## src/rtl/tlb.sv

```systemverilog
// ---------------------------------------------------------------------------
// tlb -- fully associative TLB with two combinational search ports, one
// combinational read port and one synchronous write port. Each entry maps a
// pair of virtual pages (even/odd) that share one vpn2/asid/g tag.
//
// Optional feature macro: TLB_INVALIDATE_EN
//   When defined, an invalidate-all sweep FSM is built: inv_req starts a
//   sweep that clears v0/v1 of one entry per cycle for TLBNUM cycles while
//   inv_busy is high. When undefined, inv_req is ignored and inv_busy is 0.
// ---------------------------------------------------------------------------
module tlb #(
    parameter int TLBNUM       = 16,
    parameter int TLBNUM_WIDTH = $clog2(TLBNUM)
) (
    input  logic                    clk,
    input  logic                    reset,

    // search port 0 (instruction fetch)
    input  logic [18:0]             s0_vpn2,
    input  logic                    s0_odd_page,
    input  logic [7:0]              s0_asid,
    output logic                    s0_found,
    output logic [TLBNUM_WIDTH-1:0] s0_index,
    output logic [19:0]             s0_pfn,
    output logic [2:0]              s0_c,
    output logic                    s0_d,
    output logic                    s0_v,

    // search port 1 (load/store/tlbp)
    input  logic [18:0]             s1_vpn2,
    input  logic                    s1_odd_page,
    input  logic [7:0]              s1_asid,
    output logic                    s1_found,
    output logic [TLBNUM_WIDTH-1:0] s1_index,
    output logic [19:0]             s1_pfn,
    output logic [2:0]              s1_c,
    output logic                    s1_d,
    output logic                    s1_v,

    // probe result for tlbp: MSB set means "not found"
    output logic [TLBNUM_WIDTH:0]   p_result,

    // write port
    input  logic                    we,
    input  logic [TLBNUM_WIDTH-1:0] w_index,
    input  logic [18:0]             w_vpn2,
    input  logic [7:0]              w_asid,
    input  logic                    w_g,
    input  logic [19:0]             w_pfn0,
    input  logic [2:0]              w_c0,
    input  logic                    w_d0,
    input  logic                    w_v0,
    input  logic [19:0]             w_pfn1,
    input  logic [2:0]              w_c1,
    input  logic                    w_d1,
    input  logic                    w_v1,

    // read port
    input  logic [TLBNUM_WIDTH-1:0] r_index,
    output logic [18:0]             r_vpn2,
    output logic [7:0]              r_asid,
    output logic                    r_g,
    output logic [19:0]             r_pfn0,
    output logic [2:0]              r_c0,
    output logic                    r_d0,
    output logic                    r_v0,
    output logic [19:0]             r_pfn1,
    output logic [2:0]              r_c1,
    output logic                    r_d1,
    output logic                    r_v1,

    // invalidate-all sweep
    input  logic                    inv_req,
    output logic                    inv_busy
);

    typedef struct packed {
        logic [18:0] vpn2;
        logic [7:0]  asid;
        logic        g;
        logic [19:0] pfn0;
        logic [2:0]  c0;
        logic        d0;
        logic        v0;
        logic [19:0] pfn1;
        logic [2:0]  c1;
        logic        d1;
        logic        v1;
    } tlb_entry_t;

    typedef struct packed {
        logic                    found;
        logic [TLBNUM_WIDTH-1:0] index;
        logic [19:0]             pfn;
        logic [2:0]              c;
        logic                    d;
        logic                    v;
    } search_res_t;

    tlb_entry_t entry_q [TLBNUM];
    tlb_entry_t entry_d [TLBNUM];

    // sweep controls seen by the entry update logic
    logic                    sweep_clr;
    logic [TLBNUM_WIDTH-1:0] sweep_idx;

    // Scans from the top index down so the lowest matching entry is the one
    // left in the result. The valid bit deliberately plays no part in the
    // match; a miss leaves every field at zero.
    function automatic search_res_t lookup(
        input tlb_entry_t  tbl [TLBNUM],
        input logic [18:0] vpn2,
        input logic        odd,
        input logic [7:0]  asid
    );
        search_res_t res;
        res = '0;
        for (int i = TLBNUM - 1; i >= 0; i--) begin
            if (tbl[i].vpn2 == vpn2 && (tbl[i].g || tbl[i].asid == asid)) begin
                res.found = 1'b1;
                res.index = TLBNUM_WIDTH'(i);
                if (odd) begin
                    res.pfn = tbl[i].pfn1;
                    res.c   = tbl[i].c1;
                    res.d   = tbl[i].d1;
                    res.v   = tbl[i].v1;
                end else begin
                    res.pfn = tbl[i].pfn0;
                    res.c   = tbl[i].c0;
                    res.d   = tbl[i].d0;
                    res.v   = tbl[i].v0;
                end
            end
        end
        return res;
    endfunction

`ifdef TLB_INVALIDATE_EN

    typedef enum logic {
        IDLE  = 1'b0,
        SWEEP = 1'b1
    } sweep_state_t;

    sweep_state_t            state_q, state_d;
    logic [TLBNUM_WIDTH-1:0] cnt_q,   cnt_d;

    // Sweep state and entry counter; reset aborts any sweep in progress.
    always_ff @(posedge clk or posedge reset) begin
        if (reset) begin
            state_q <= IDLE;
            cnt_q   <= '0;
        end else begin
            // NOTE: flops take non-blocking assignments so every register
            // samples the pre-edge value of every other register.
            state_q <= state_d;
            cnt_q   <= cnt_d;
        end
    end

    // Next state: start on inv_req, walk every entry once, then return.
    always_comb begin
        // NOTE: defaults first so no path through the block leaves a
        // variable unassigned, which would infer a latch.
        state_d = state_q;
        cnt_d   = cnt_q;
        unique case (state_q)
            IDLE: begin
                if (inv_req) begin
                    state_d = SWEEP;
                    cnt_d   = '0;
                end
            end
            SWEEP: begin
                if (cnt_q == TLBNUM_WIDTH'(TLBNUM - 1)) begin
                    state_d = IDLE;
                    cnt_d   = '0;
                end else begin
                    cnt_d = cnt_q + TLBNUM_WIDTH'(1);
                end
            end
            default: begin
                state_d = IDLE;
                cnt_d   = '0;
            end
        endcase
    end

    // Outputs: busy and the per-cycle clear strobe follow the SWEEP state.
    always_comb begin
        inv_busy  = (state_q == SWEEP);
        sweep_clr = (state_q == SWEEP);
        sweep_idx = cnt_q;
    end

`else

    logic unused_inv_req;

    assign unused_inv_req = inv_req;
    assign inv_busy       = 1'b0;
    assign sweep_clr      = 1'b0;
    assign sweep_idx      = '0;

`endif

    // Entry next-state: sweep clears the valid bits first, so a write to the
    // same entry in the same cycle overrides the clear.
    always_comb begin
        entry_d = entry_q;
        if (sweep_clr) begin
            entry_d[sweep_idx].v0 = 1'b0;
            entry_d[sweep_idx].v1 = 1'b0;
        end
        if (we) begin
            entry_d[w_index] = {w_vpn2, w_asid, w_g,
                                w_pfn0, w_c0, w_d0, w_v0,
                                w_pfn1, w_c1, w_d1, w_v1};
        end
    end

    // Entry storage: the whole array clears asynchronously on reset.
    always_ff @(posedge clk or posedge reset) begin
        if (reset) begin
            // NOTE: this array sits in flops, not a RAM macro, so it can
            // and must be cleared by reset; a RAM could not be.
            for (int i = 0; i < TLBNUM; i++) begin
                entry_q[i] <= '0;
            end
        end else begin
            entry_q <= entry_d;
        end
    end

    search_res_t s0_res, s1_res;

    // Both search ports look at the current (pre-write) array contents.
    always_comb begin
        s0_res = lookup(entry_q, s0_vpn2, s0_odd_page, s0_asid);
        s1_res = lookup(entry_q, s1_vpn2, s1_odd_page, s1_asid);
    end

    assign s0_found = s0_res.found;
    assign s0_index = s0_res.index;
    assign s0_pfn   = s0_res.pfn;
    assign s0_c     = s0_res.c;
    assign s0_d     = s0_res.d;
    assign s0_v     = s0_res.v;

    assign s1_found = s1_res.found;
    assign s1_index = s1_res.index;
    assign s1_pfn   = s1_res.pfn;
    assign s1_c     = s1_res.c;
    assign s1_d     = s1_res.d;
    assign s1_v     = s1_res.v;

    assign p_result = {~s1_res.found, s1_res.index};

    assign r_vpn2 = entry_q[r_index].vpn2;
    assign r_asid = entry_q[r_index].asid;
    assign r_g    = entry_q[r_index].g;
    assign r_pfn0 = entry_q[r_index].pfn0;
    assign r_c0   = entry_q[r_index].c0;
    assign r_d0   = entry_q[r_index].d0;
    assign r_v0   = entry_q[r_index].v0;
    assign r_pfn1 = entry_q[r_index].pfn1;
    assign r_c1   = entry_q[r_index].c1;
    assign r_d1   = entry_q[r_index].d1;
    assign r_v1   = entry_q[r_index].v1;

endmodule
```

## config.mk

```make
export PLATFORM = sky130hd
export DESIGN_NAME = tlb
export DESIGN_NICKNAME = d
export VERILOG_FILES = /design/src/rtl/tlb.sv
export SDC_FILE = /design/constraint.sdc
export NUM_CORES = 2
export LEC_CHECK = 0
export BUFFER_PORTS_ARGS = -buffer_cell sky130_fd_sc_hd__buf_2
export CORE_MARGIN = 2
export CORE_UTILIZATION = 45
export CTS_BUF_LIST = sky130_fd_sc_hd__clkbuf_8
export CTS_CLUSTER_DIAMETER = 50
export DETAILED_ROUTE_END_ITERATION = 16
export PLACE_DENSITY_LB_ADDON = 0.25
export SETUP_SLACK_MARGIN = 0.2
export SLEW_MARGIN = 10
export SYNTH_ARGS = -nofsm -noshare
export SYNTH_HDL_FRONTEND = slang
export SYNTH_SLANG_ARGS = --single-unit
```

## constraint.sdc

```tcl
create_clock -name clk -period 44.9 [get_ports clk]
set_clock_uncertainty 0.15 [all_clocks]
set_input_delay 0 -clock clk [delete_from_list [all_inputs] [get_ports clk]]
set_output_delay 0 -clock clk [all_outputs]
set_load 0.02 [all_outputs]
```

==> out/results.env <==
GRT_FIRST_PASS_WIRELENGTH_MM=487.8
SYN_NETS=6863
WORST_HOLD_PATH_TYPE='input port to flop'
RELSLEWSLACK=0.03260
FINAL_HOLD_VIOL_COUNT=0
ROUTE.FINAL.WIRE_LENGTH_MM=346.3
LAYOUT_TOP_REGISTERS='entry_q x1248'
MAXSLEWVIOLCOUNT=0
CRIT-REG2REG-LAUNCH='entry_q[435]'
SEQUENTIAL_FRACTION_OF_THE_SYNTHESIS_AREA=0.3750
NUM-NETS-FINAL=7030
WORST-SETUP-PATH-TYPE='flop to primary output'
SYNTH_FF_TYPE='dfrtp_1'
FIN_SETUP_TNS_NS=0
ENDPOINT_KIND='primary output'
ANTENNA_FOUND_INITIAL=45
X_DIMENSION_OF_THE_DIE_UM=434.2
PLACEMENT.IO_BUFFERS=287
DRTPASS1ITERATIONS=6
GLOBALROUTE.TOTALOVERFLOW=0
DETAILED_PLACE.AREA_UM2=85760
DR_VIAS=65700
POWER_PER_CELL_AREA_nW_PER_UM2=43.74
DIE_Y_UM=434.2
POST-LAYOUT-TOTAL-POWER_W=0.004056
SYNTH_ASYNC_SR_FLOP_SHARE=1.000
CRITICAL_PATH_MOST_COMMON_CELL='buf_4'
CP_CELL_SEQUENCE='xor2_1 -> nor4_2 -> a41o_2 -> buf_4 -> and4_4 -> buf_4 -> o221ai_1 -> o2111ai_1 -> a311oi_1 -> o41ai_2 -> buf_2'
SYNTH-SEQ-CELLS=1248
WORST-R2R-CELL-COUNT=2
LAYOUT-DRIVE-GT1-SHARE=0.3974
TRITONCTS='yes'
COREAREA_UM2=183500
CLK_PATH_BUF_DEPTH=3
CLKLATENCYLATEPIN_NS=1.02
DRC=0
CTS-BUFFERS-INSERTED=233
GRT_PASS1_VIAS=65430
LEADING_CELL_TYPES_BY_COUNT_AFTER_SYNTHESIS='mux2_2, dfrtp_1, xor2_1, mux2i_1, mux4_2'
AREA_OF_THE_MAPPED_NETLIST_UM2=83280
HOLD-PATH-CELL-COUNT=3
CTS_CLOCK_PIN_SLEW_FOR_THE_WORST_SETUP_AND_HOLD_PATHS_NS=0.06
POSTSYNTHCELLCOUNT=6717
CORE.ROWCOUNT=157
LARGEST_REGISTER_FF_COUNT=1248
CP_PEAK_STAGE_DELAY_NS=1.05
DIE-AREA_UM2=188500
FINAL.PERIOD_UTILIZATION=0.1462
MAXCLOCKFREQUENCY_GHz=0.1523
HTREEDEPTH=4
DP_HPWL_MM=206.8
FINALWEIGHTEDCONGESTION=0.9714
FIRST_ITER_VIOLATIONS=7547
DETAIL_ROUTE.WL_PER_CELL_UM=36.15
WORST_PATH_DOMINANT_CELL_FAMILY='compound AO/OA/AOI/OAI gates'
POST_SYNTH_MAIN_AREA_CONTRIBUTORS='dfrtp_1, mux2_2, mux4_2, xor2_1, mux2i_1'
POSTSYNTHAREAPERCELL_UM2=12.40
FINALSETUPVIOLCOUNT=0
R2R-END='entry_q[435]'
VIAS_PER_CELL=6.859
MAX_CAPACITANCE_VIOLATION_COUNT=0
MIN_DELAY_WORST_ENDPOINT='entry_q[452]'
WORST_SETUP_PATH_START_KIND='flop'
MAX_FLOP_REGISTER='entry_q'
POST-ROUTE-MIN-PERIOD_NS=6.565
YS_TYPES=84
GRT_USE_TOTAL=0.3623
START_UTIL=0.4539
SYNTHTOLAYOUTAREAGROWTH_PCT=11.35
WORST_PATH_MAX_DELAY_CELL='o41ai_2'
SYNTH_LARGEST_TYPE_AREA_FRACTION=0.3750
STATIC_LEAK_nW=38.78
CRITPATHARRIVALTIME_NS=6.41
REGTOREGSETUPSLACK_NS=43.40
PATH_DEPTH=11
NUM-FILL-CELLS=16420
SYNTH-EDFF-COUNT=0
DESIGN_AREA_UM2=92740
RSZ0062_AT_GRT='false'
MAX_SLEW.WORST_PIN.SLEW_NS=1.440
CP_MAX_FO=27
GRT_START_MAX_NET_PINS=174
CTS.SINKS=1248
CTSROOTBUFFERMASTER='clkbuf_8'
PEAKVDDDROP_mV=0.02905
CP_DATA_REQUIRED_TIME_NS=44.75
MOST_INSTANTIATED_LIBRARY_CELL_AFTER_SYNTHESIS='mux2_2'
SYNTH.LARGEST_AREA_CELL='dfrtp_1'
ANT_NETS=0
TIMING.HOLD.WORST.START='w_vpn2[3]'
TIMING.CRITICAL_PATH.BUF_INV=3
SYNTH.YOSYS.WARNINGS=0
IOS=290
CTS.REPAIR.RESIZED=0
STATUS='finished clean'
==> cell families after synthesis <==
logic type / share of synthesized area
other: 0.00004503
multiplexers: 0.3580
AO/OA/AOI/OAI: 0.07671
flip-flops: 0.3750
XOR/XNOR: 0.09104
AND/OR/NAND/NOR: 0.05542
buffers and inverters: 0.04382
==> report_power, final <==
| part | leakage [nW] | switching (W) | internal, W |
|---|---|---|---|
| Sequential | 15.3 | 0.000349 | 0.00139 |
| Combinational | 20.7 | 0.000514 | 0.000586 |
| Clock | 2.82 | 0.000541 | 0.000679 |
==> worst register-to-register path, delay by kind of cell (launching register included) <==
| family | cells | cell delay (ns) |
|---|---|---|
| flip-flops | 1 | 0.40 |
| buffers and inverters | 1 | 0.56 |
| multiplexers | 1 | 0.26 |
==> metal layers <==
| layer | vias up | GRT usage | part of all wire |
|---|---|---|---|
| met1 | 33910 | 0.4634 | 0.38 |
| met2 | 4553 | 0.5295 | 0.43 |
| met4 | 24 | 0.2483 | 0.077 |
| met3 | 1332 | 0.1039 | 0.11 |
| li1 | 25890 | - | - |
| met5 | - | 0.001561 | 0.00045 |
==> what timing repair did <==
action / 4_1_cts / 5_1_grt
buffers inserted: 0 / 0
endpoints found under the hold margin: 1847 / 0
hold buffers: 174 / 0
==> final cells by class <==
class | count | area [µm²] | area share
Antenna cell | 41 | 102.6 | 0.001106
Clock buffer | 296 | 4074 | 0.04393
Clock inverter | 129 | 1049 | 0.01131
Inverter | 2 | 15.01 | 0.0001619
Multi-Input combinational cell | 4787 | 48760 | 0.5258
Sequential cell | 1248 | 31230 | 0.3368
Tap cell | 2464 | 3083 | 0.03324
Timing Repair Buffer | 612 | 4424 | 0.04771
==> per-stage QoR <==
stage	hold slack, ns	utilization	std cells	setup slack, ns
4_1_cts	0.02393	0.5049	9538	38.62
3_3_place_gp	0.06888	0.4674	8939	39.53
2_1_floorplan	0.001697	-	6717	9.582
5_1_grt	0.09106	0.5051	9554	38.36
3_5_place_dp	0.07701	0.4674	8939	39.44
6_report	0.1177	0.5055	9579	38.34
==> placed cells by master, fill, tap and decap left out, types with 50 or more instances in the layout <==
| cell type | n |
|---|---|
| mux4_2 | 390 |
| o2111ai_1 | 75 |
| nand2b_1 | 61 |
| mux2_2 | 1423 |
| dfrtp_1 | 1248 |
| nand2_1 | 89 |
| nor2b_1 | 59 |
| xor2_1 | 645 |
| a211oi_1 | 85 |
| buf_4 | 147 |
| nand4_1 | 78 |
| o21ai_0 | 113 |
| inv_1 | 57 |
| a311oi_1 | 51 |
| a221oi_1 | 50 |
| dlygate4sd3_1 | 173 |
| nor4_1 | 207 |
| buf_2 | 281 |
| a21oi_1 | 178 |
| mux2i_1 | 500 |
| nand3_1 | 52 |
| clkbuf_8 | 296 |
| xnor2_1 | 217 |
==> worst max path at each step <==
stage	endpoint	startpoint	slack, ns
after floorplan	entry_q[0]	reset	9.58
after global placement	entry_q[537]	reset	39.53
after detailed placement	entry_q[381]	reset	39.44
after CTS	s0_v	entry_q[677]	38.62
after global routing	s0_v	entry_q[677]	38.36
final	s0_v	entry_q[677]	38.34
No activity file was read; power rests on OpenSTA's default activity.
